File: src/rtl/sar_afe_emu.sv
// Digital stand-in for the SAR ADC analog front end: track/hold, CDAC subtract and RTZ comparator.
// Optional compile macro SAR_EMU_DITHER_EN adds +1 LSB LFSR dither to the compare.
module sar_afe_emu #(
    parameter int          RESOLUTION = 8,
    parameter int          LATENCY    = 1,
    parameter logic [15:0] LFSR_SEED  = 16'hACE1
) (
    input  logic                  clk_i,
    input  logic                  rst_i,
    input  logic                  sample_i,
    input  logic [RESOLUTION-1:0] dac_p_i,
    input  logic [RESOLUTION-1:0] dac_n_i,
    input  logic [RESOLUTION-1:0] vin_p_i,
    input  logic [RESOLUTION-1:0] vin_n_i,
    output logic                  comp_p_o,
    output logic                  comp_n_o,
    output logic                  held_o,
    output logic [7:0]            cmp_count_o
);

    // state   | meaning
    // IDLE    | reset state, comparator quiet, waiting for first track request
    // TRACK   | input followed while sample_i is high, pipeline flushed
    // CONVERT | held input frozen, one decision evaluated per edge

    localparam int SW = RESOLUTION + 2;

    typedef enum logic [1:0] {
        IDLE    = 2'd0,
        TRACK   = 2'd1,
        CONVERT = 2'd2
    } state_t;

    state_t                state_q, state_d;
    logic                  eval;
    logic                  d;
    logic [RESOLUTION-1:0] vin_p_h, vin_n_h;
    logic [LATENCY-1:0]    pipe_v, pipe_d;
    logic [LATENCY-1:0]    pipe_v_nxt, pipe_d_nxt;
    logic [7:0]            cnt_q;
    logic signed [SW-1:0]  vdiff, ddiff, vcmp;

    always_ff @(posedge clk_i or posedge rst_i) begin
        if (rst_i) state_q <= IDLE;
        else       state_q <= state_d;
    end

    always_comb begin
        state_d = state_q;
        eval    = 1'b0;
        case (state_q)
            IDLE: begin
                if (sample_i) state_d = TRACK;
            end
            TRACK: begin
                if (!sample_i) begin
                    state_d = CONVERT;
                    eval    = 1'b1;
                end
            end
            CONVERT: begin
                if (sample_i) state_d = TRACK;
                else          eval    = 1'b1;
            end
            default: state_d = IDLE;
        endcase
    end

    // Any edge with sample_i high captures the input, so a one-cycle pulse out of IDLE still tracks.
    always_ff @(posedge clk_i or posedge rst_i) begin
        if (rst_i) begin
            vin_p_h <= '0;
            vin_n_h <= '0;
        end else if (sample_i) begin
            vin_p_h <= vin_p_i;
            vin_n_h <= vin_n_i;
        end
    end

    assign vdiff = signed'({2'b00, vin_p_h}) - signed'({2'b00, vin_n_h});
    assign ddiff = signed'({2'b00, dac_p_i}) - signed'({2'b00, dac_n_i});

`ifdef SAR_EMU_DITHER_EN
    logic [15:0] lfsr_q;
    logic        lfsr_fb;

    assign lfsr_fb = lfsr_q[15] ^ lfsr_q[13] ^ lfsr_q[12] ^ lfsr_q[10];

    always_ff @(posedge clk_i or posedge rst_i) begin
        if (rst_i)     lfsr_q <= LFSR_SEED;
        else if (eval) lfsr_q <= {lfsr_q[14:0], lfsr_fb};
    end

    assign vcmp = vdiff + signed'({{(SW-1){1'b0}}, lfsr_q[0]});
`else
    assign vcmp = vdiff;
`endif

    assign d = (vcmp >= ddiff);

    always_comb begin
        pipe_v_nxt    = '0;
        pipe_d_nxt    = '0;
        pipe_v_nxt[0] = eval;
        pipe_d_nxt[0] = d;
        for (int i = 1; i < LATENCY; i++) begin
            pipe_v_nxt[i] = pipe_v[i-1];
            pipe_d_nxt[i] = pipe_d[i-1];
        end
    end

    // A rising sample_i discards everything in flight so no stale decision reaches TRACK.
    always_ff @(posedge clk_i or posedge rst_i) begin
        if (rst_i) begin
            pipe_v <= '0;
            pipe_d <= '0;
        end else if (sample_i) begin
            pipe_v <= '0;
            pipe_d <= '0;
        end else begin
            pipe_v <= pipe_v_nxt;
            pipe_d <= pipe_d_nxt;
        end
    end

    always_ff @(posedge clk_i or posedge rst_i) begin
        if (rst_i)                                             cnt_q <= '0;
        else if (sample_i)                                     cnt_q <= '0;
        else if (pipe_v_nxt[LATENCY-1] && (cnt_q != 8'hFF))    cnt_q <= cnt_q + 8'd1;
    end

    assign comp_p_o    = pipe_v[LATENCY-1] &  pipe_d[LATENCY-1];
    assign comp_n_o    = pipe_v[LATENCY-1] & ~pipe_d[LATENCY-1];
    assign held_o      = (state_q == CONVERT);
    assign cmp_count_o = cnt_q;

endmodule

File: config.mk
export PLATFORM = sky130hd
export DESIGN_NAME = sar_afe_emu
export DESIGN_NICKNAME = d
export VERILOG_FILES = /design/src/rtl/sar_afe_emu.sv
export SDC_FILE = /design/constraint.sdc
export NUM_CORES = 1
export LEC_CHECK = 0
export ABC_AREA = 1
export BUFFER_PORTS_ARGS = -buffer_cell sky130_fd_sc_hd__buf_4
export CAP_MARGIN = 10
export CELL_PAD_IN_SITES_DETAIL_PLACEMENT = 2
export CELL_PAD_IN_SITES_GLOBAL_PLACEMENT = 2
export CORE_MARGIN = 5
export CORE_UTILIZATION = 32
export CTS_BUF_LIST = sky130_fd_sc_hd__clkbuf_2 sky130_fd_sc_hd__clkbuf_4 sky130_fd_sc_hd__clkbuf_8
export DETAILED_ROUTE_END_ITERATION = 8
export GPL_ROUTABILITY_DRIVEN = 0
export GPL_TIMING_DRIVEN = 0
export PLACE_DENSITY = 0.92
export SYNTH_ARGS = -nofsm -noshare
export SYNTH_HDL_FRONTEND = slang
export SYNTH_SLANG_ARGS = --single-unit
File: constraint.sdc
create_clock -name clk_i -period 2.8 [get_ports clk_i]
set_input_delay 0.28 -clock clk_i [delete_from_list [all_inputs] [get_ports clk_i]]
set_output_delay 0.28 -clock clk_i [all_outputs]
set_load 0.02 [all_outputs]
==> qor.yml <==
outcome: "completed"
fin_ws_ns: 0.1153
postSynthAreaPerCell_um2: 7.432
crit_path_end_kind: "register"
cap_violations: 0
synth_cell_types: 26
seq_area_frac_synth_pct: 31.32
synth_top_flop_cell: "dfrtp_1"
relSlewSlack_pct: 64.15
ant_nets: 0
nets: 420
synthTopCellsByArea: "dfrtp_1 (31%), ha_1 (17%), nand2_1 (16%)"
grt_setup_unrepaired: "false"
power_leakage_nw: 1.571
syn_area_um2: 2237
cts.clk_slew.worst_paths_ns: 0.11
vdd.ir_drop.worst_mv: 0.2910
synthArstFlopShare_pct: 100.0
drt_first_pass_iters: 4
grt_max_degree: 29
dp_hpwl_um: 5595
rows: 30
crit_slowest_cell: "dfrtp_1"
period_share_pct: 95.88
cts.path.max_buffers: 2
yosys.area.top_type: "dfrtp_1"
viasPerCell: 4.915
clock-sinks: 28
cp_slowest_stage_delay_ns: 0.40
worst-setup-path-type: "reg2reg"
tightest_slew_ns: 0.5377
numCtsBuffers: 3
clock_latency_ns: 0.29
area_delta_synth_final_pct: 25.45
crit_path_frequent_cell: "nand2_1"
dp_slack_ns: 0.07449
powerDensity_nw_per_um2: 554.0
synth.top_cell.area_share_pct: 31.32
ys_ff_latch: 28
cp_max_fo: 3
cts_tree: "done"
routed-via-count: 2197
die-area_um2: 8763
cts_root_buffer: "clkbuf_8"
worstReg2RegEnd: "pipe_d$_DFF_PP0_"
fin_skew_ns: 0.007528
startpoint_type: "register"
core_um2: 6794
hold_viol: 0
reg2reg_setup_slack_ns: 0.12
syn_inst: 301
fin_total_pwr_mw: 1.555
wire_per_inst_um: 16.11
fill_cells: 797
fp.dieW_um: 93.61
wl_um: 7200
drive_gt1_share_pct: 19.37
cts.htree.levels: 1
holdWs_ns: 0.001647
io_pins: 46
overflow: 0
synth_warnings: 0
synth_commonest_cells: "nand2_1 (98), inv_1 (51), ha_1 (31)"
die_h_um: 93.61
setup_violations: 0
reg2reg_from: "vin_p_h[0]$_DFFE_PP0P_"
initial_core_util_pct: 32.93
io_buffers: 44
drtIter0Drc: 41
grt_pass1_vias: 2488
hp-class: "in2async"
antenna_found_initial: 0
grt_pass1_wl_um: 11470
setup-tns-final_ns: 0
fmax_mhz: 372.5
rr_worst_depth: 16
grt_util_all_layers_pct: 16.11
period_minus_slack_ns: 2.685
report.final.slew_viol_count: 0
required_ns: 2.98
synthesis.nets: 369
path_cells: "inv_2, ha_2, inv_2, fa_2, nand4_1, nand3_1, nand2_1, nand2_1, o21ai_2, ha_1, nand2_1, inv_1, a21oi_1, nand3_1, nor2_1, nor2_2"
antenna_cells: 0
synth_most_common_cell: "nand2_1"
worst_ep_arrival_time_ns: 2.86
drc: 0
synth_edf_count: 0
==> worst max-delay path, delay by kind of cell (launching register included) <==
kind / cells / cell delay (ns)
flip-flops: 1 / 0.40
AO/OA/AOI/OAI: 2 / 0.24
adder cells (fa/ha/maj): 3 / 0.85
buffers and inverters: 3 / 0.19
AND/OR/NAND/NOR: 8 / 0.90
==> sequential cells by signal (all words and copies together), names as in the netlist <==
signal and cells:
vin_n_h 8, pipe_d 1, pipe_v 1, cmp_count_o 8, state_q 2, vin_p_h 8
==> layout make-up <==
| class | count | area (µm²) | share of cell area (%) |
|---|---|---|---|
| multi-input cells | 217 | 1346 | 47.97 |
| flip-flops and latches | 28 | 700.7 | 24.97 |
| repair buffers | 46 | 365.4 | 13.02 |
| inverters | 52 | 195.2 | 6.955 |
| well taps | 96 | 120.1 | 4.280 |
| clock buffers | 4 | 55.05 | 1.962 |
| plain buffers | 4 | 23.77 | 0.8471 |
==> per-stage QoR <==
stage	utilization (%)	instances	instance area, µm²
global placement	39.56	441	2688
CTS	40.37	445	2743
detailed placement	39.56	441	2688
floorplan	-	301	2237
global route	41.31	447	2806
finish	41.31	447	2806
==> what timing repair did <==
action	in CTS	in global routing
buffers inserted	0	1
resized for setup	0	10
setup endpoints to repair	0	1
hold buffers	0	0
==> placed cells by master, fill, tap and decap left out <==
| cell | instances |
|---|---|
| buf_2 | 1 |
| ha_4 | 1 |
| nor2_1 | 11 |
| a21oi_1 | 11 |
| o311ai_0 | 1 |
| nor3_4 | 1 |
| o211ai_1 | 3 |
| or2_2 | 2 |
| a31oi_1 | 1 |
| nor2_2 | 2 |
| nor2_4 | 2 |
| buf_4 | 45 |
| ha_1 | 29 |
| a21oi_4 | 1 |
| fa_2 | 1 |
| nand4_1 | 9 |
| nand2_1 | 97 |
| o21ai_0 | 14 |
| inv_2 | 3 |
| dfrtp_1 | 28 |
| o21ai_2 | 1 |
| and2_0 | 1 |
| buf_16 | 1 |
| nand2_2 | 1 |
| nand3b_1 | 2 |
| xor2_1 | 6 |
| xnor2_1 | 4 |
| buf_6 | 1 |
| fa_1 | 1 |
| clkbuf_1 | 2 |
| clkbuf_8 | 4 |
| o21a_1 | 1 |
| nand3_1 | 13 |
| ha_2 | 1 |
| inv_1 | 49 |
==> where the power goes <==
group	total, mW	switching [mW]	internal, mW
clock	0.267	0.140	0.126
sequential	0.507	0.0460	0.461
combinational	0.781	0.475	0.306
total	1.55	0.661	0.894
==> cell families (layout without fill, tap and decap cells) <==
| group | Yosys count | count (layout) | synth area share, % |
|---|---|---|---|
| AND/OR/NAND/NOR | 141 | 141 | 27.29 |
| AO/OA/AOI/OAI | 33 | 33 | 8.557 |
| flip-flops | 28 | 28 | 31.32 |
| adder cells (fa/ha/maj) | 33 | 33 | 19.13 |
| XOR/XNOR | 10 | 10 | 3.915 |
| buffers and inverters | 56 | 106 | 9.787 |
==> per-layer routing <==
layer,vias up,GRT usage [%],routed length (µm)
met5,-,0,0
met4,0,1.444,21
met3,3,2.494,172
met2,29,33.11,4210
met1,1112,17.63,2796
li1,1053,-,-
==> worst max-delay path by stage <==
stage	from	endpoint	slack (ns)	cells past startpoint
2_1_floorplan	vin_p_h[0]$_DFFE_PP0P_	pipe_d$_DFF_PP0_	0.53	15
3_3_place_gp	vin_p_h[0]$_DFFE_PP0P_	pipe_d$_DFF_PP0_	0.26	15
3_5_place_dp	vin_p_h[0]$_DFFE_PP0P_	pipe_d$_DFF_PP0_	0.07	15
4_1_cts	vin_p_h[0]$_DFFE_PP0P_	pipe_d$_DFF_PP0_	0.02	15
5_1_grt	vin_p_h[0]$_DFFE_PP0P_	pipe_d$_DFF_PP0_	0.0005	17
6_report	vin_p_h[0]$_DFFE_PP0P_	pipe_d$_DFF_PP0_	0.12	16
No activity file was read; power rests on OpenSTA's default activity.
